[src/rtl/csel_subtractor_if.sv]
// ---------------------------------------------------------------------------
// csel_subtractor_if
// Operand/result handshake bundle for csel_subtractor.
//   in_valid/in_ready : operand request handshake (A, B, bin qualified by it)
//   A, B, bin         : minuend, subtrahend, borrow-in
//   out_valid/out_ready : result handshake (diff, bout, ovf qualified by it)
//   diff, bout, ovf   : difference, borrow-out, two's-complement overflow
// Modports: master = requester/consumer side, slave = the subtractor.
// ---------------------------------------------------------------------------
interface csel_subtractor_if #(
    parameter int WIDTH = 16
);
    logic             in_valid;
    logic             in_ready;
    logic [WIDTH-1:0] A;
    logic [WIDTH-1:0] B;
    logic             bin;
    logic             out_valid;
    logic             out_ready;
    logic [WIDTH-1:0] diff;
    logic             bout;
    logic             ovf;

    modport master (
        output in_valid, A, B, bin, out_ready,
        input  in_ready, out_valid, diff, bout, ovf
    );

    modport slave (
        input  in_valid, A, B, bin, out_ready,
        output in_ready, out_valid, diff, bout, ovf
    );
endinterface

[src/rtl/csel_subtractor.sv]
// ---------------------------------------------------------------------------
// csel_subtractor
// Multi-cycle unsigned subtractor computing diff = A - B - bin (mod 2^WIDTH),
// one BLK-bit block per cycle. Each block precomputes both borrow-in
// alternatives and the running borrow picks one (carry-select style).
// Ports:
//   clk       : single clock, rising edge
//   rst       : synchronous, active-high reset
//   io        : csel_subtractor_if.slave (operand and result handshakes)
// Latency: out_valid rises WIDTH/BLK cycles after the accepting edge.
// ---------------------------------------------------------------------------
module csel_subtractor #(
    parameter int WIDTH = 16,
    parameter int BLK   = 4
) (
    input  logic                clk,
    input  logic                rst,
    csel_subtractor_if.slave    io
);
    localparam int NBLK = WIDTH / BLK;
    localparam int IDXW = (NBLK > 1) ? $clog2(NBLK) : 1;
    localparam logic [IDXW-1:0] LAST_IDX = IDXW'(NBLK - 1);

    typedef enum logic [1:0] {
        IDLE = 2'd0,
        CALC = 2'd1,
        DONE = 2'd2
    } state_t;

    state_t            state_q;
    state_t            state_d;

    logic [WIDTH-1:0]  a_q;
    logic [WIDTH-1:0]  b_q;
    logic [WIDTH-1:0]  diff_q;
    logic [IDXW-1:0]   idx_q;
    logic              borrow_q;
    logic              bout_q;
    logic              ovf_q;

    logic [BLK-1:0]    a_blk;
    logic [BLK-1:0]    b_blk;
    logic [BLK:0]      d0;
    logic [BLK:0]      d1;
    logic [BLK:0]      sel;
    logic              last_blk;

    // Both block results are formed every cycle; bit BLK is the block borrow.
    always_comb begin
        a_blk    = a_q[idx_q*BLK +: BLK];
        b_blk    = b_q[idx_q*BLK +: BLK];
        d0       = {1'b0, a_blk} - {1'b0, b_blk};
        d1       = {1'b0, a_blk} - {1'b0, b_blk} - {{BLK{1'b0}}, 1'b1};
        sel      = borrow_q ? d1 : d0;
        last_blk = (idx_q == LAST_IDX);
    end

    always_ff @(posedge clk) begin
        if (rst) begin
            state_q <= IDLE;
        end else begin
            state_q <= state_d;
        end
    end

    always_comb begin
        state_d = state_q;
        case (state_q)
            IDLE:    if (io.in_valid)  state_d = CALC;
            CALC:    if (last_blk)     state_d = DONE;
            DONE:    if (io.out_ready) state_d = IDLE;
            default:                   state_d = IDLE;
        endcase
    end

    always_ff @(posedge clk) begin
        if (rst) begin
            a_q      <= '0;
            b_q      <= '0;
            diff_q   <= '0;
            idx_q    <= '0;
            borrow_q <= 1'b0;
            bout_q   <= 1'b0;
            ovf_q    <= 1'b0;
        end else begin
            case (state_q)
                IDLE: begin
                    if (io.in_valid) begin
                        a_q      <= io.A;
                        b_q      <= io.B;
                        borrow_q <= io.bin;
                        idx_q    <= '0;
                    end
                end
                CALC: begin
                    diff_q[idx_q*BLK +: BLK] <= sel[BLK-1:0];
                    borrow_q                 <= sel[BLK];
                    if (last_blk) begin
                        // sel[BLK-1] is the result MSB written this cycle.
                        bout_q <= sel[BLK];
                        ovf_q  <= (a_q[WIDTH-1] != b_q[WIDTH-1]) &&
                                  (sel[BLK-1] != a_q[WIDTH-1]);
                    end else begin
                        idx_q <= idx_q + 1'b1;
                    end
                end
                default: ;
            endcase
        end
    end

    assign io.in_ready  = (state_q == IDLE);
    assign io.out_valid = (state_q == DONE);
    // Partially assembled results stay hidden until the result is complete.
    assign io.diff      = (state_q == DONE) ? diff_q : '0;
    assign io.bout      = bout_q;
    assign io.ovf       = ovf_q;
endmodule

[src/flat_wrapper.sv]
// flat-port wrapper written by rule: the top's interface ports become plain ports
module csel_subtractor_flat 
#(
    parameter int WIDTH = 16,
    parameter int BLK   = 4
)
  (clk, rst, io_in_valid, io_A, io_B, io_bin, io_out_ready, io_in_ready, io_out_valid, io_diff, io_bout, io_ovf);
  csel_subtractor_if #(.WIDTH(WIDTH)) io_i ();
  input  logic clk;
  input  logic rst;
  input wire logic [$bits(io_i.in_valid)-1:0] io_in_valid;
  input wire logic [$bits(io_i.A)-1:0] io_A;
  input wire logic [$bits(io_i.B)-1:0] io_B;
  input wire logic [$bits(io_i.bin)-1:0] io_bin;
  input wire logic [$bits(io_i.out_ready)-1:0] io_out_ready;
  output wire logic [$bits(io_i.in_ready)-1:0] io_in_ready;
  output wire logic [$bits(io_i.out_valid)-1:0] io_out_valid;
  output wire logic [$bits(io_i.diff)-1:0] io_diff;
  output wire logic [$bits(io_i.bout)-1:0] io_bout;
  output wire logic [$bits(io_i.ovf)-1:0] io_ovf;
  assign io_i.in_valid = io_in_valid;
  assign io_i.A = io_A;
  assign io_i.B = io_B;
  assign io_i.bin = io_bin;
  assign io_i.out_ready = io_out_ready;
  assign io_in_ready = io_i.in_ready;
  assign io_out_valid = io_i.out_valid;
  assign io_diff = io_i.diff;
  assign io_bout = io_i.bout;
  assign io_ovf = io_i.ovf;
  csel_subtractor #(.WIDTH(WIDTH), .BLK(BLK)) u_core (.clk(clk), .rst(rst), .io(io_i));
endmodule
[config.mk]
export PLATFORM = sky130hd
export DESIGN_NAME = csel_subtractor_flat
export DESIGN_NICKNAME = d
export VERILOG_FILES = /design/src/rtl/csel_subtractor_if.sv /design/src/rtl/csel_subtractor.sv /design/src/flat_wrapper.sv
export SDC_FILE = /design/constraint.sdc
export NUM_CORES = 1
export LEC_CHECK = 0
export CORE_MARGIN = 1
export CORE_UTILIZATION = 50
export CTS_CLUSTER_SIZE = 10
export DETAILED_ROUTE_END_ITERATION = 12
export GPL_TIMING_DRIVEN = 0
export PLACE_DENSITY = 0.91
export SLEW_MARGIN = 20
export SYNTH_ARGS = -nofsm -noshare
export SYNTH_HDL_FRONTEND = slang
export SYNTH_SLANG_ARGS = --single-unit
[constraint.sdc]
create_clock -name clk -period 3.85 [get_ports clk]
set_input_delay 0.385 -clock clk [delete_from_list [all_inputs] [get_ports clk]]
set_output_delay 0.385 -clock clk [all_outputs]
set_load 0.02 [all_outputs]
==> Yosys cells after proc, flatten, opt, wreduce, memory -nomap -nowiden <==
Cells that the tools add are included.
{ "word_totals": {"reg_bits": 55, "inputBits": 37, "out_inout_bits": 20, "elab_cells": 45} }
{ "classes": {"add_sub_neg": 4, "eq_ne": 9, "shifts": 4, "n_mux": 12, "reduce_logical": 8} }
{ "op_table": {"columns": ["op", "n"], "rows": [
  ["$neg 4->34", 1],
  ["$shift 4x34->16 const A", 1],
  ["$shiftx 4x34->16", 1],
  ["$shiftx 16x5->4", 2],
  ["$bwmux 16", 1],
  ["$mux 16", 1],
  ["$mux 2", 5],
  ["$ne 2x2->1 const B", 3],
  ["$pmux 2 s3", 1],
  ["$reduce_and 2->1", 3],
  ["$reduce_and 3->1", 2],
  ["$mux 5", 1],
  ["$sub 4x4->5", 1],
  ["$sub 5x1->5 const B", 1],
  ["$eq 2x2->1 const B", 2],
  ["$pmux 2 s2", 1],
  ["$add 2x1->2 const B", 1],
  ["$eq 2x1->1 const B", 1],
  ["$logic_not 2->1", 1],
  ["$ne 1x1->1", 2],
  ["$ne 2x1->1 const B", 1],
  ["$pmux 1 s2", 1],
  ["$reduce_bool 2->1", 1],
  ["$logic_and 1x1->1", 1],
  ["$mux 1", 1]
]} }

==> Longest topological paths before layout <==
Gate-level depths: netlist of the first run.
{ "depth": {"depth_word": 6, "depth_mapped": 12, "depth_no_buf": 11} }

==> Worst setup path before layout of the first run <==
Ideal clock, no wire load.
{ "synth_path": {"path_type": "reg-to-reg", "startpoint": "reg u_core.idx_q[0]", "endpoint": "reg u_core.bout_q (netlist: u_core.io.bout)", "setup_time_ps": 91, "t_arrival_ps": 3116, "t_required_ps": 3759, "path_slack_ps": 643, "stages_incl_launch_ff": 12, "path_buffers": 2, "path_cell_list": "dfxtp_1 -> clkbuf_1 -> buf_2 -> mux4_2 -> ha_1 -> inv_1 -> fa_1 -> inv_1 -> ha_1 -> nand2_1 -> or4_1 -> a311oi_1"} }
{ "synth_between": {"elab_chain_cells": 4, "word_cells_on_any_way": 7, "cone_classes": "add/sub: 2; eq/ne: 1; shift: 2; mux: 1; reduce/logical: 1"} }
{ "synth_rtl": {"columns": ["element", "line", "source"], "rows": [
  ["start: declaration", "csel_subtractor.sv:36", "logic [IDXW-1:0] idx_q;"],
  ["start signal: assignment", "csel_subtractor.sv:104", "idx_q <= idx_q + 1'b1;"],
  ["$shiftx 16x5->4 (on tied branches)", "csel_subtractor.sv:50, csel_subtractor.sv:51", null],
  ["$sub 4x4->5", "csel_subtractor.sv:52, csel_subtractor.sv:53", null],
  ["$sub 5x1->5", "csel_subtractor.sv:53", "d1 = {1'b0, a_blk} - {1'b0, b_blk} - {{BLK{1'b0}}, 1'b1};"],
  ["$mux 5", "csel_subtractor.sv:54", "sel = borrow_q ? d1 : d0;"],
  ["end signal: assignment", "csel_subtractor.sv:100", "bout_q <= sel[BLK];"],
  ["end: declaration", "csel_subtractor.sv:38", "logic bout_q;"]
]} }
Parallel ways exist; a longest one is shown, timed or not.
A chain may end at the register's enable or synchronous reset.

==> Worst setup path in the final report of the first run <==
{ "layout_path": {"startpoint": "reg u_core.idx_q[0]", "endpoint": "reg u_core.ovf_q (netlist: u_core.io.ovf)"} }
{ "layout_between": {"elab_chain_cells": 6, "word_cells_on_any_way": 9, "cone_classes": "add/sub: 2; eq/ne: 2; shift: 2; mux: 1; reduce/logical: 2"} }
{ "layout_rtl": {"columns": ["element", "line", "source"], "rows": [
  ["$shiftx 16x5->4 (on tied branches)", "csel_subtractor.sv:50, csel_subtractor.sv:51", null],
  ["$sub 4x4->5", "csel_subtractor.sv:52, csel_subtractor.sv:53", null],
  ["$sub 5x1->5", "csel_subtractor.sv:53", null],
  ["$mux 5", "csel_subtractor.sv:54", null],
  ["$ne 1x1->1", "csel_subtractor.sv:102", "(sel[BLK-1] != a_q[WIDTH-1]);"],
  ["$logic_and 1x1->1", "csel_subtractor.sv:101", "ovf_q <= (a_q[WIDTH-1] != b_q[WIDTH-1]) &&"],
  ["end signal: assignment", "csel_subtractor.sv:101", null],
  ["end: declaration", "csel_subtractor.sv:39", "logic ovf_q;"]
]} }
Parallel ways exist; a longest one is shown, timed or not.

==> impl_metrics.yaml, run 1 <==
cells_and_area:
  area_growth_pct: 27.9
  post-route-util: 0.682
  drive_gt1_frac: 0.0463
  instances_no_fill: 434
  layout_commonest_cell: "nand2_1"
  diodes: 0
  fin_nets: 416
  final_cell_mix: "nand2_1, clkdlybuf4s50_1, dfxtp_1"
  fill_cells: 384
setup_path:
  crit_chain: "clkbuf_1 > buf_2 > mux4_2 > ha_1 > inv_1 > fa_1 > nor3_1 > xor3_1 > or3b_1 > a31oi_1"
  start_kind: "register"
  critical_path_class: "reg2reg"
  crit_arrival_ns: 3.89
  crit_fanout: 10
  slowest_stage: "mux4_2"
  reg2reg_slack_ns: 0.21
  r2r_cells: 10
  reg2reg_to: "u_core.io.ovf$_SDFFE_PP0P_"
  crit_required_ns: 4.09
  endpoint_kind: "register"
  reg2reg_from: "u_core.idx_q[0]$_SDFFE_PP0P_"
  worst_path_largest_cell_delay_ns: 0.58
timing:
  maxSlewViolCount: 0
  rsz0062_at_grt: "false"
  finalSetupViolCount: 0
  max_slew_margin: 0.548
  fmax_ghz: 0.275
  clock_skew_ns: 0.00565
  hold_viol_final: 0
  worstMarginPinSlew_ns: 0.669
  finalCritPeriodShare: 0.946
  fin_crit_ns: 3.64
  setup_tns_ns: 0
clocking:
  path_clk_slew_ns: 0.09
  cts-root-buf: "clkbuf_8"
  h-tree-depth: 2
  postCtsSetupBuffers: 0
  clock_latency_ns: 0.31
  cts_resized: 0
  cts_tree: "done"
  cts_sinks: 55
  cts_hold_buf: 0
  cts_made_buffers: 5
  cts.path.max_buffers: 2
power:
  clkPwrFrac: 0.271
  p_leak_nw: 1.23
  powerDensity_nw_per_um2: 356
  p_int_w: 0.000847
  switchingPower_w: 0.000328
  combPwrFrac: 0.210
  p_seq_frac: 0.518
  ir_worst_vdd_uv: 261
  switching_share: 0.279
die:
  rows: 25
  die_w_um: 73.9
  io_pins: 57
  dieArea_sq_um: 5460
  core_sq_um: 4850
  fp.dieH_um: 73.9
  initial_core_util: 0.533
synthesis:
  ys_warn_count: 0
  netlist_area_sq_um: 2580
  yosysSeqAreaShare: 0.426
  ys_ff_latch: 55
  syn_inst: 305
  synth_fp_nets: 354
  postSynthAreaPerCell_sq_um: 8.47
  yosysUniqueCellTypes: 34
routing:
  ant_nets: 0
  routed_wl_mm: 5.92
  dr.pass1.iters: 4
  vias: 2306
  vias_per_cell: 5.31
  drc: 0
  drt-wirelength-per-cell_um: 13.6
  drt_iter0_drc: 116
global_route:
  busiest_layer: "met2"
  use_met2: 0.418
  grt_pass1_vias: 2209
  grt_usage: 0.243
  met1_usage: 0.301
  grt_max_degree: 16
  antenna_found_initial: 0
  grt_overflow: 0
  grt_pass1_wl_mm: 9.92
  use_met3: 0.0439
run:
  maxCapViolations: 0
placed_design:
  dp_hpwl_mm: 4.46
  dp_cells: 427
  gp_congestion: 0.844
  io_buffer_count: 55
min_path:
  holdPathEnd: "u_core.a_q[0]$_SDFFE_PP0P_"
  hold_path.class: "reg2reg"
  min_from: "u_core.a_q[0]$_SDFFE_PP0P_"
  min_path_cells: 2
status:
  status: "finished, final reports clean"
worst max-delay path: cells and delay by family, from the launching register on:
family / cells / cell delay (ns)
buffers and inverters: 3 / 0.73
adders and majority gates: 2 / 0.66
and+or+nand+nor: 2 / 0.65
muxes: 1 / 0.58
DFF: 1 / 0.40
xor gates and xnor gates: 1 / 0.38
AOI/OAI and AO/OA: 1 / 0.18
cells in the mapped netlist:
cell type,count,share of area
nand2_1,71,0.10
dfxtp_1,55,0.43
a21oi_1,39,0.076
nor2_1,30,0.044
a22oi_1,17,0.049
and2_1,17,0.041
clkbuf_1,15,0.022
ha_1,11,0.053
inv_1,11,0.016
mux4_2,8,0.070
nor3_1,3,0.0058
a31oi_1,2,0.0048
and4_1,2,0.0068
buf_1,2,0.0029
nand2b_1,2,0.0048
xnor2_1,2,0.0068
a21o_1,1,0.0029
a311oi_1,1,0.0034
and2b_1,1,0.0029
and4b_1,1,0.0039
buf_2,1,0.0019
fa_1,1,0.0077
mux2i_1,1,0.0039
nand3b_1,1,0.0029
nor2b_1,1,0.0024
nor4b_1,1,0.0034
o21ai_0,1,0.0019
o21bai_1,1,0.0029
o31ai_1,1,0.0029
or3b_1,1,0.0034
or4_1,1,0.0029
xor2_1,1,0.0034
xor2_2,1,0.0063
xor3_1,1,0.0092
power groups by stage:
stage	Combinational [W]	Clock, W	Sequential (W)
final	0.000247	0.000319	0.000609
after detailed placement	0.000243	0	0.000622
after global placement	0.000237	0	0.000621
after global routing	0.000273	0.000345	0.000613
after floorplan	0.000162	0	0.000617
after CTS	0.000245	0.000320	0.000609
cell families after synthesis:
| family | share of synthesized area |
|---|---|
| compound gates | 0.144 |
| buf+inv | 0.0426 |
| mux | 0.0736 |
| flops | 0.426 |
| fa+ha+maj | 0.0610 |
| simple gates | 0.227 |
| xor+xnor | 0.0257 |
how the worst max path moves through the flow:
stage | from | to | slack (ns) | cells after the start
floorplan | u_core.idx_q[0]$_SDFFE_PP0P_ | u_core.io.bout$_SDFFE_PP0P_ | 0.64 | 11
global placement | u_core.idx_q[0]$_SDFFE_PP0P_ | u_core.io.ovf$_SDFFE_PP0P_ | 0.33 | 9
detailed placement | u_core.idx_q[0]$_SDFFE_PP0P_ | u_core.io.ovf$_SDFFE_PP0P_ | 0.25 | 9
CTS | u_core.idx_q[0]$_SDFFE_PP0P_ | u_core.io.ovf$_SDFFE_PP0P_ | 0.23 | 9
global route | u_core.idx_q[0]$_SDFFE_PP0P_ | u_core.io.ovf$_SDFFE_PP0P_ | 0.04 | 10
finish | u_core.idx_q[0]$_SDFFE_PP0P_ | u_core.io.ovf$_SDFFE_PP0P_ | 0.21 | 10
layout make-up:
type                    count  area [sq um]  area share
plain buffers              18          68.8      0.0208
clock buffers               6          82.6      0.0250
clock inverters             1          5.00     0.00151
inverters                  11          41.3      0.0125
multi-input cells         221          1370       0.415
flip-flops and latches     55          1100       0.333
well taps                  67          83.8      0.0254
repair buffers             55           551       0.167
flip-flops by register name, summed over array words and instances (netlist names):
name,flops
u_core.a_q,16
u_core.b_q,16
u_core.borrow_q,1
u_core.diff_q,16
u_core.idx_q,2
u_core.io.bout,1
u_core.io.ovf,1
u_core.state_q,2
through the flow:
stage | instance area, sq um | total power [W] | setup slack, ns | hold WS, ns
global route | 3310 | 0.00123 | 0.0443 | 0.475
detailed placement | 3220 | 0.000865 | 0.253 | 0.447
floorplan | 2580 | 0.000779 | 0.643 | 0.433
CTS | 3310 | 0.00117 | 0.229 | 0.459
finish | 3310 | 0.00118 | 0.208 | 0.457
global placement | 3220 | 0.000858 | 0.331 | 0.440
routing by layer:
layer	part of all wire	wire length, um
met5	0	0
met4	0.017	103
met3	0.057	335
met2	0.49	2900
met1	0.44	2570
(Power assumes the default switching activity.)
==> run 2, diff against run 1 <==
Clock period 3.85 ns to 4.1 ns, I/O delays scaled along.
==> results of run 2 <==
The final DEF is identical to that of run 1. Status: finished, final reports clean.
Among the figures that moved: setup slack after placement 0.253 ns -> 0.503 ns; setup slack after layout 0.208 ns -> 0.458 ns; register-to-register setup slack 0.21 ns -> 0.46 ns; total power 0.00118 W -> 0.00110 W; worst IR drop on VDD 261 uV -> 245 uV
==> run 3, diff against run 2 <==
Settings changed: GPL_TIMING_DRIVEN 0 to 1, TNS_END_PERCENT set to 20.
==> run 3 against run 2 <==
Cell count shrank 3.2%; combinational power shrank 5%; worst hold slack gained 0.0049 ns; clock skew grew 0.0033 ns; worst setup slack gained 0.49 ns; wire length shrank 3.3%; non-clock buffer count shrank 15; utilization shrank 1.1 points; count of clock-buffer cells in the layout is the same; critical path depth is the same; critical endpoint is now u_core.io.bout$_SDFFE_PP0P_; largest cell class unchanged.
==> impl_metrics.yaml, run 3 (same netlist as run 1, synthesis figures left out) <==
clocking:
  cts_made_buffers: 5
  cts_resized: 0
  clock_latency_ns: 0.30
  h-tree-depth: 2
  cts.path.max_buffers: 2
  postCtsSetupBuffers: 0
  cts-root-buf: "clkbuf_8"
  cts_hold_buf: 0
  path_clk_slew_ns: 0.09
  cts_tree: "done"
  cts_sinks: 55
cells_and_area:
  layout_commonest_cell: "nand2_1"
  final_cell_mix: "nand2_1, clkdlybuf4s50_1, dfxtp_1"
  drive_gt1_frac: 0.0538
  fin_nets: 401
  diodes: 0
  post-route-util: 0.671
  top_regs: "u_core.a_q: 16 flops, u_core.b_q: 16 flops, u_core.diff_q: 16 flops"
  finalInstanceArea_sq_um: 3250
  area_growth_pct: 26.0
power:
  clkPwrFrac: 0.262
  switchingPower_w: 0.000302
  ir_worst_vdd_uv: 261
  switching_share: 0.279
  p_leak_nw: 1.21
  powerDensity_nw_per_um2: 333
  combPwrFrac: 0.204
  p_int_w: 0.000781
  power_w: 0.00108
  p_seq_frac: 0.534
global_route:
  antenna_found_initial: 0
  grt_pass1_wl_mm: 9.36
  grt_pass1_vias: 2124
  grt_overflow: 0
  grt_max_degree: 56
  grt_usage: 0.226
routing:
  ant_nets: 0
  vias_per_cell: 5.35
  drt_iter0_drc: 157
  routed_wl_mm: 5.72
  drc: 0
  drt-wirelength-per-cell_um: 13.6
  dr.pass1.iters: 4
  vias: 2246
timing:
  whs_ns: 0.462
  rsz0062_at_grt: "false"
  worstMarginPinSlew_ns: 1.04
  finalCritPeriodShare: 0.770
  clock_skew_ns: 0.00892
  fin_crit_ns: 3.16
  hold_viol_final: 0
  finalSetupViolCount: 0
  max_slew_margin: 0.305
  maxSlewViolCount: 0
  fmax_ghz: 0.317
  setup_tns_ns: 0
status:
  status: "finished, final reports clean"
die:
  initial_core_util: 0.533
  dieArea_sq_um: 5460
  rows: 25
  die_w_um: 73.9
  core_sq_um: 4850
  fp.dieH_um: 73.9
  io_pins: 57
placed_design:
  io_buffer_count: 56
  gp_congestion: 0.883
  placed_cell_area_sq_um: 3170
  dp_hpwl_mm: 4.25
setup_path:
  start_kind: "register"
  critical_path_class: "reg2reg"
  crit_fanout: 14
  crit_arrival_ns: 3.35
  endpoint_kind: "register"
  crit_required_ns: 4.30
min_path:
  hold_path.class: "reg2reg"
run:
  maxCapViolations: 0
## run 3: worst max-delay path, cell delays in order, from the launching register on
cell,delay (ns)
dfxtp_1,0.44
buf_4,0.26
mux4_2,0.52
ha_1,0.20
inv_1,0.08
fa_1,0.45
inv_1,0.09
ha_1,0.14
nand2_1,0.09
or4_1,0.54
a311oi_1,0.25
## run 3: final cells by class
cell class | instances | area [sq um]
clock buffer | 6 | 72.6
multi-input combinational | 221 | 1370
clock inverter | 2 | 12.5
inverter | 11 | 41.3
timing repair buffer | 58 | 571
fill | 358 | 1590
tap | 67 | 83.8
sequential | 55 | 1100
## run 3: worst paths after layout
check / slack, ns / end / from / cells after the start
worst max-delay path: 0.94 / u_core.io.bout$_SDFFE_PP0P_ / u_core.idx_q[0]$_SDFFE_PP0P_ / 10
worst max register to register: 0.94 / u_core.io.bout$_SDFFE_PP0P_ / u_core.idx_q[0]$_SDFFE_PP0P_ / 10
worst min register to register: 0.46 / u_core.b_q[8]$_SDFFE_PP0P_ / u_core.b_q[8]$_SDFFE_PP0P_ / 2
worst min-delay path: 0.46 / u_core.b_q[8]$_SDFFE_PP0P_ / u_core.b_q[8]$_SDFFE_PP0P_ / 2
## run 3: routing by layer
metal  routed length [um]  up-vias  GRT usage
li1                     -     1120          -
met1                 2480     1049      0.291
met2                 2860       70      0.375
met3                  306        7     0.0412
met4                   75        0     0.0919
met5                    0        -          0
## run 3: per-stage QoR
step | setup slack, ns | cells
floorplan | 0.893 | 305
CTS | 0.930 | 420
detailed placement | 0.961 | 412
global placement | 1.06 | 412
finish | 0.945 | 420
global route | 0.766 | 420
## run 3: power by group through the flow
stage | Combinational (W) | Clock, W | Sequential (W)
after floorplan | 0.000152 | 0 | 0.000580
after global placement | 0.000207 | 0 | 0.000588
after detailed placement | 0.000220 | 0 | 0.000590
after CTS | 0.000220 | 0.000287 | 0.000577
after global routing | 0.000242 | 0.000310 | 0.000581
final | 0.000221 | 0.000284 | 0.000578
